==> config.mk <==
export PLATFORM = sky130hd
export DESIGN_NAME = vanilla_scoreboard_profiler
export DESIGN_NICKNAME = d
export VERILOG_FILES = /design/src/rtl/vanilla_scoreboard_profiler.sv
export SDC_FILE = /design/constraint.sdc
export NUM_CORES = 2
export LEC_CHECK = 0
export CORE_UTILIZATION = 60
export CTS_CLUSTER_DIAMETER = 60
export CTS_CLUSTER_SIZE = 16
export DETAILED_ROUTE_END_ITERATION = 7
export MAX_ROUTING_LAYER = met4
export PLACE_DENSITY = 0.79
export SYNTH_ARGS = -nofsm -noshare
export SYNTH_HDL_FRONTEND = slang
export SYNTH_SLANG_ARGS = --single-unit
==> constraint.sdc <==
create_clock -name clk_i -period 7.6 [get_ports clk_i]
set_input_delay 1.52 -clock clk_i [delete_from_list [all_inputs] [get_ports clk_i]]
set_output_delay 1.52 -clock clk_i [all_outputs]
set_load 0.02 [all_outputs]
==> src/rtl/vanilla_scoreboard_profiler.sv <==
// Per-register pending-writeback scoreboard with outstanding-age tracking and
// per-category issue / busy-cycle / max-latency statistics for bench profiling.
module vanilla_scoreboard_profiler #(
    parameter int els_p        = 32,
    parameter int cat_p        = 6,
    parameter int cnt_width_p  = 32,
    parameter int age_width_p  = 16,
    parameter int ignore_r0_p  = 1,
    parameter int id_width_lp  = $clog2(els_p),
    parameter int sel_width_lp = (cat_p > 1) ? $clog2(cat_p) : 1
) (
    input  logic                     clk_i,
    input  logic                     reset_n_i,
    input  logic                     set_v_i,
    input  logic [id_width_lp-1:0]   set_id_i,
    input  logic [cat_p-1:0]         set_cat_i,
    input  logic                     clear_v_i,
    input  logic [id_width_lp-1:0]   clear_id_i,
    input  logic                     clear_all_i,
    input  logic [sel_width_lp-1:0]  stat_sel_i,
    input  logic                     stat_clear_i,
    output logic [els_p*cat_p-1:0]   sb_o,
    output logic [cat_p-1:0]         busy_cat_o,
    output logic [cnt_width_p-1:0]   stat_issue_o,
    output logic [cnt_width_p-1:0]   stat_busy_cycles_o,
    output logic [age_width_p-1:0]   stat_max_lat_o
);

    localparam logic [age_width_p-1:0] AGE_ONE = 1;
    localparam logic [cnt_width_p-1:0] CNT_ONE = 1;

    logic [cat_p-1:0]       pend_q   [els_p];
    logic [cat_p-1:0]       pend_d   [els_p];
    logic [age_width_p-1:0] age_q    [els_p];
    logic [age_width_p-1:0] age_d    [els_p];
    logic [cnt_width_p-1:0] issue_q  [cat_p];
    logic [cnt_width_p-1:0] issue_d  [cat_p];
    logic [cnt_width_p-1:0] busy_q   [cat_p];
    logic [cnt_width_p-1:0] busy_d   [cat_p];
    logic [age_width_p-1:0] maxlat_q [cat_p];
    logic [age_width_p-1:0] maxlat_d [cat_p];

    logic                   set_ok;
    logic                   clr_ok;
    logic [age_width_p-1:0] clr_lat;
    logic [cat_p-1:0]       busy_cat;

    always_comb begin
        busy_cat = '0;
        sb_o     = '0;
        for (int unsigned r = 0; r < els_p; r++) begin
            busy_cat                 = busy_cat | pend_q[r];
            sb_o[r*cat_p +: cat_p]   = pend_q[r];
        end
    end

    assign busy_cat_o = busy_cat;

    always_comb begin
        set_ok  = set_v_i && (set_cat_i != '0) && !clear_all_i &&
                  !((ignore_r0_p != 0) && (set_id_i == '0));
        clr_ok  = clear_v_i && !clear_all_i && (pend_q[clear_id_i] != '0);
        clr_lat = (age_q[clear_id_i] == '1) ? '1 : age_q[clear_id_i] + AGE_ONE;
    end

    // Same-id set+clear: the clear wins first, so the set then starts from idle.
    always_comb begin
        for (int unsigned r = 0; r < els_p; r++) begin
            logic hit_clr;
            logic hit_set;
            hit_clr   = clr_ok && (clear_id_i == id_width_lp'(r));
            hit_set   = set_ok && (set_id_i == id_width_lp'(r));
            pend_d[r] = pend_q[r];
            age_d[r]  = age_q[r];
            if (clear_all_i) begin
                pend_d[r] = '0;
                age_d[r]  = '0;
            end else begin
                if (hit_clr) pend_d[r] = '0;
                if (hit_set) pend_d[r] = pend_d[r] | set_cat_i;
                if (hit_clr || (hit_set && (pend_q[r] == '0))) begin
                    age_d[r] = '0;
                end else if ((pend_q[r] != '0) && (age_q[r] != '1)) begin
                    age_d[r] = age_q[r] + AGE_ONE;
                end
            end
        end
    end

    always_comb begin
        for (int unsigned c = 0; c < cat_p; c++) begin
            issue_d[c]  = issue_q[c];
            busy_d[c]   = busy_q[c];
            maxlat_d[c] = maxlat_q[c];
            if (stat_clear_i) begin
                issue_d[c]  = '0;
                busy_d[c]   = '0;
                maxlat_d[c] = '0;
            end else begin
                if (set_ok && set_cat_i[c] && (issue_q[c] != '1))
                    issue_d[c] = issue_q[c] + CNT_ONE;
                if (busy_cat[c] && (busy_q[c] != '1))
                    busy_d[c] = busy_q[c] + CNT_ONE;
                if (clr_ok && pend_q[clear_id_i][c] && (clr_lat > maxlat_q[c]))
                    maxlat_d[c] = clr_lat;
            end
        end
    end

    always_comb begin
        stat_issue_o       = '0;
        stat_busy_cycles_o = '0;
        stat_max_lat_o     = '0;
        if (int'(stat_sel_i) < cat_p) begin
            stat_issue_o       = issue_q[stat_sel_i];
            stat_busy_cycles_o = busy_q[stat_sel_i];
            stat_max_lat_o     = maxlat_q[stat_sel_i];
        end
    end

    always_ff @(posedge clk_i or negedge reset_n_i) begin
        if (!reset_n_i) begin
            for (int unsigned r = 0; r < els_p; r++) begin
                pend_q[r] <= '0;
                age_q[r]  <= '0;
            end
            for (int unsigned c = 0; c < cat_p; c++) begin
                issue_q[c]  <= '0;
                busy_q[c]   <= '0;
                maxlat_q[c] <= '0;
            end
        end else begin
            for (int unsigned r = 0; r < els_p; r++) begin
                pend_q[r] <= pend_d[r];
                age_q[r]  <= age_d[r];
            end
            for (int unsigned c = 0; c < cat_p; c++) begin
                issue_q[c]  <= issue_d[c];
                busy_q[c]   <= busy_d[c];
                maxlat_q[c] <= maxlat_d[c];
            end
        end
    end

endmodule

# After elaboration in Yosys (flattened, before gate mapping)
# Cells that the tools add are included.
# word_totals
ff_bits	1184
in_bits	25
output_inout_bits	278
wordCells	902
# classes
add_sub_neg	45
n_lt_le_gt_ge	9
n_eq_ne	107
n_mux	279
bitwise_logic	65
n_reduce_logical	315
# op_table
cell	n
$mux 16	114
$mux 32	30
$mux 6	130
$add 16x1->16 const B	33
$ne 16x16->1 const B	32
$add 32x1->32 const B	12
$ne 32x32->1 const B	12
$or 6x6->6	63
$reduce_bool 6->1	34
$bmux 32 s3	2
$logic_not 6->1	32
$logic_and 1x1->1	163
$eq 5x5->1 const B	32
$gt 16x16->1	6
$reduce_bool 3->1	32
$bmux 16 s5	1
$eq 5x4->1 const B	16
$bmux 16 s3	1
$eq 5x3->1 const B	8
$reduce_bool 2->1	18
$logic_or 1x1->1	32
$bmux 6 s5	1
$eq 5x2->1 const B	4
$eq 16x16->1 const B	1
8 further kinds	11

# Longest topological paths before layout
# depth
ltp_word	34
depth_mapped	28
ltp_nobuf	18

# Least setup slack after synthesis
# Ideal clock, no wire load.
# synth_path
path_kind	input port to flip-flop
startpoint	input port clear_id_i[0]
endpoint	register maxlat_q[53] (netlist bit)
setup_ns	0.094
t_arrival_ns	6.597
required_ns	7.506
path_slack_ns	0.909
cell_stages	25
path_buffers	8
path_cell_list	buf_6 > buf_8 > buf_12 > buf_12 > buf_8 > or3_4 > buf_6 > o221ai_1 > a21oi_1 > a22oi_4 > ha_1 > nand3_4 > nor3_4 > buf_6 > nand2_1 > nand2_1 > ha_1 > and4_1 > nand2_1 > nor2_1 > a311o_1 > nor4_1 > clkbuf_1 > nor2_1 > a211oi_1
# synth_via
elab_chain_cells	9
# synth_rtl
element	line_no	rtl
from (decl)	18	input logic [id_width_lp-1:0] clear_id_i,
$not 5->6 (not written as such) (*)	62, 63, 104	
$bmux 16 s5 / $bmux 6 s5 (equally long branches)	63, 62, 104	
$mux 16 (not written as such) / $mux 6 (equally long branches) (2 in a row)	63, 62	
$add 16x1->16 (tied with other cells)	63	clr_lat = (age_q[clear_id_i] == '1) ? '1 : age_q[clear_id_i] + AGE_ONE;
$mux 16 / $logic_and 1x1->1 (equally long branches)	63, 62	
$gt 16x16->1 / $logic_and 1x1->1 (equally long branches)	104	if (clr_ok && pend_q[clear_id_i][c] && (clr_lat > maxlat_q[c]))
$logic_and 1x1->1	104	
$reduce_bool 2->1 (no source line)	-	
to (signal, indexed assignment)	140	maxlat_q[c] <= maxlat_d[c];
to (decl)	40	logic [age_width_p-1:0] maxlat_q [cat_p];
# Mark *: on every way between the ends. The rest lies on a longest branch, timed or not. The select of a mux whose other input is x is not followed.
# A chain may end at the register's enable or synchronous reset.

# Worst setup path in the final report
# layout_path
startpoint	input port clear_id_i[0]
endpoint	register maxlat_q[60] (netlist bit)
# Same word-level chain as after synthesis.

==> impl_metrics.ini <==
[finish]
post-route-util = 0.6832
fillers = 8326
nets = 7196
final_layout_size_suffix_gt1_frac = 0.08596
finish.instance_area_sq_um = 76020
syn2layout_area_growth_pct = 12.21

[worst_setup_path]
worst-r2r-setup-slack_ns = 1.59
cp-start-kind = primary input
cp_max_fo = 40
crit_type = primary input to flip-flop
critPathArrivalTime_ns = 7.65
r2r-end = maxlat_q[60]
worstPathRequired_ns = 8.22
rr_worst_depth = 19
end_kind = flip-flop
r2r-start = age_q[390]
crit_start = clear_id_i[0]
crit_path_end = maxlat_q[60]

[logic_synthesis]
synth-adder-area-share = 0.02604
synth_area_leader_cell = dfrtp_1
synth_xor_area_frac = 0.1029
synthesis.nets = 6958
yosys_warnings = 0
synth_compound_gate_area_share = 0.09186
yosysSeqAreaShare = 0.4373
synthCells = 6792
ys_ff_latch = 1184
synth_top_family_by_area = simple AND/OR/NAND/NOR gates
yosys.area_share.simple = 0.2001
syn-cell-area_sq_um = 67750
synthMuxAreaShare = 0.1064
synth-edff-count = 0
async_reset_ff_frac = 1.000
avgSynthCellArea_sq_um = 9.975
yosys.cell_types.count = 86
synthTopCellsByArea = dfrtp_1, mux4_2, nor2_1
yosysTopAreaCellShare = 0.4373
synth-main-ff-cell = dfrtp_1

[min_path]
min_path_type = flip-flop to flip-flop
holdCritStartpoint = issue_q[92]

[outcome]
status = complete, but fails checks
violations = DRC, capacitance limit, slew limit

[timing]
setup_viol = 0
worst_pin_slew_ns = 1.591
fin_crit_ns = 7.028
max_slew_margin = -0.06283
clock-skew-final_ns = 0.04327
rsz0062_at_grt = no
finalHoldViolations = 0
fin_crit_sh = 0.9247
drv_slew = 3
fin_setup_tns_ns = 0
clock.fmax_ghz = 0.1423

[clocking]
cts_tree = built
clockRootBuffer = clkbuf_16
post-cts-setup-buffer-count = 0
cts_resized = 0
path_clk_slew_ns = 0.07
numCtsBuffers = 109
postCtsHoldBufs = 0
h-tree-depth = 3
clkLatencyLatePin_ns = 0.74
clock_path_buffers = 3
cts_sinks = 1184

[power_and_ir_drop]
power_mw = 13.13
powerDensity_nw_per_um2 = 172.7
peakVddDrop_mv = 0.1832
cellLeakagePower_nw = 31.46

[route]
drt_iter0_markers = 8005
routed-wl-met2_um = 100500
vias_per_cell = 6.669
wire_per_inst_um = 27.11
met3_length_um = 30450
topRoutingLayerUsed = met4
drtPass1Iterations = 8
ant_nets = 0
drc_errors = 1
m1WireLength_um = 90860
wl_um = 233500
vias = 57440

[global_routing]
grt_max_degree = 193
grt_pass1_wl_um = 349700
gr-total-overflow = 0
antenna_found_initial = 14
first_global_vias = 54960
grt_usage = 0.4219

[placed_design]
place_hpwl_um = 172600
port_buffers = 302
gp_congestion = 1.074
dpl-instance-area_sq_um = 72330

[die]
die-width_um = 338.0
rows = 122
dieArea_sq_um = 114300
io_pins = 303
core_sq_um = 111300
chipHeight_um = 338.0
start_util = 0.6089

[run]
drv_cap = 1
==> stage by stage <==
step,hold slack (ns),instances,setup slack (ns)
6_report,0.5692,8612,0.5723
5_1_grt,0.5799,8610,0.1455
4_1_cts,0.5660,8596,0.8015
3_5_place_dp,0.5450,8407,0.06359
3_3_place_gp,0.5359,8407,0.2197
2_1_floorplan,0.5127,6792,0.9093
==> synth_stat cells (24+ instances only) <==
master and number:
ha_1 141, inv_1 267, o21ai_0 86, nand2_1 427, nor4_1 103, xor2_1 489
a22o_1 189, buf_6 25, a211oi_1 93, o22ai_1 97, and2_1 73, and3_1 115
nand4_1 234, nor2_1 1203, nand2b_1 45, xnor2_1 307, clkbuf_1 206, nand3_1 282
o31a_1 24, or3_1 69, mux2i_1 197, mux4_2 226, nor2b_1 28, and4_1 103
nor3_1 84, a21oi_1 159, dfrtp_1 1184
==> cell families (layout without fill, tap and decap cells) <==
family	count (synthesis)	after routing
flops	1184	1184
xor+xnor	796	796
fa+ha+maj	141	141
buf+inv	552	868
mux	436	436
other cells	0	16
compound gates	854	854
simple gates	2829	2829
==> how the worst min path moves through the flow <==
stage	to	slack (ns)	cells past startpoint
after CTS	age_q[236]	0.57	2
after global placement	issue_q[106]	0.54	2
after detailed placement	age_q[92]	0.54	2
final	issue_q[92]	0.57	2
after floorplan	age_q[223]	0.51	2
after global routing	busy_q[59]	0.58	2
==> layout by cell type (no fill, tap or decap), types with 86 or more instances in the layout <==
cell and n:
dfrtp_1 1184, o21ai_0 86, a21oi_1 159, a211oi_1 93
ha_1 141, xnor2_1 307, nand4_1 234, buf_4 98
mux4_2 226, clkdlybuf4s50_1 291, nor4_1 98, nand2_1 427
and3_1 115, clkbuf_16 111, o22ai_1 97, inv_1 267
a22o_1 189, mux2i_1 197, xor2_1 489, nor2_1 1202
and4_1 103, nand3_1 282
==> state kept, by name, summed over array words and instances (netlist names) <==
| register | count |
|---|---|
| age_q | 512 |
| sb_o | 192 |
| busy_q | 192 |
| maxlat_q | 96 |
| issue_q | 192 |
==> worst max-delay path, cell delays in order <==
cell,delay [ns]
clkbuf_8,0.35
buf_4,0.41
nand3_1,0.26
o221ai_1,0.36
a21oi_1,0.07
a21o_1,0.22
or3_1,0.54
nor3_4,0.92
nand2_1,0.28
nand2_1,0.32
ha_1,0.30
a21oi_1,0.12
nor2b_1,0.06
o21ai_0,0.31
a21oi_1,0.13
a2111oi_0,0.64
nor4_2,0.18
buf_4,0.28
nand2b_1,0.17
a21oi_1,0.15
==> report_power, final <==
part | leakage [nW] | internal (mW) | total [mW] | switching [mW]
registers | 16.5 | 6.32 | 6.36 | 0.0407
clock network | 1.76 | 3.01 | 5.75 | 2.75
logic | 13.2 | 0.292 | 1.01 | 0.721
total | 31.5 | 9.62 | 13.1 | 3.51
==> layer usage <==
| metal | vias to the layer above | GRT usage |
|---|---|---|
| met4 | 0 | 0.1766 |
| met5 | - | - |
| met2 | 3465 | 0.5949 |
| met3 | 661 | 0.1384 |
| met1 | 28570 | 0.5586 |
| li1 | 24740 | - |
==> final cells by class <==
type / count / area, sq um / area share
clock buffers: 127 / 2928 / 0.03851
inverters: 269 / 1010 / 0.01328
diodes: 16 / 40.04 / 0.0005267
well taps: 1488 / 1862 / 0.02449
clock inverters: 62 / 720.7 / 0.009480
repair buffers: 410 / 3986 / 0.05244
flip-flops and latches: 1184 / 29630 / 0.3897
multi-input cells: 5056 / 35850 / 0.4715
(Power assumes the default switching activity.)
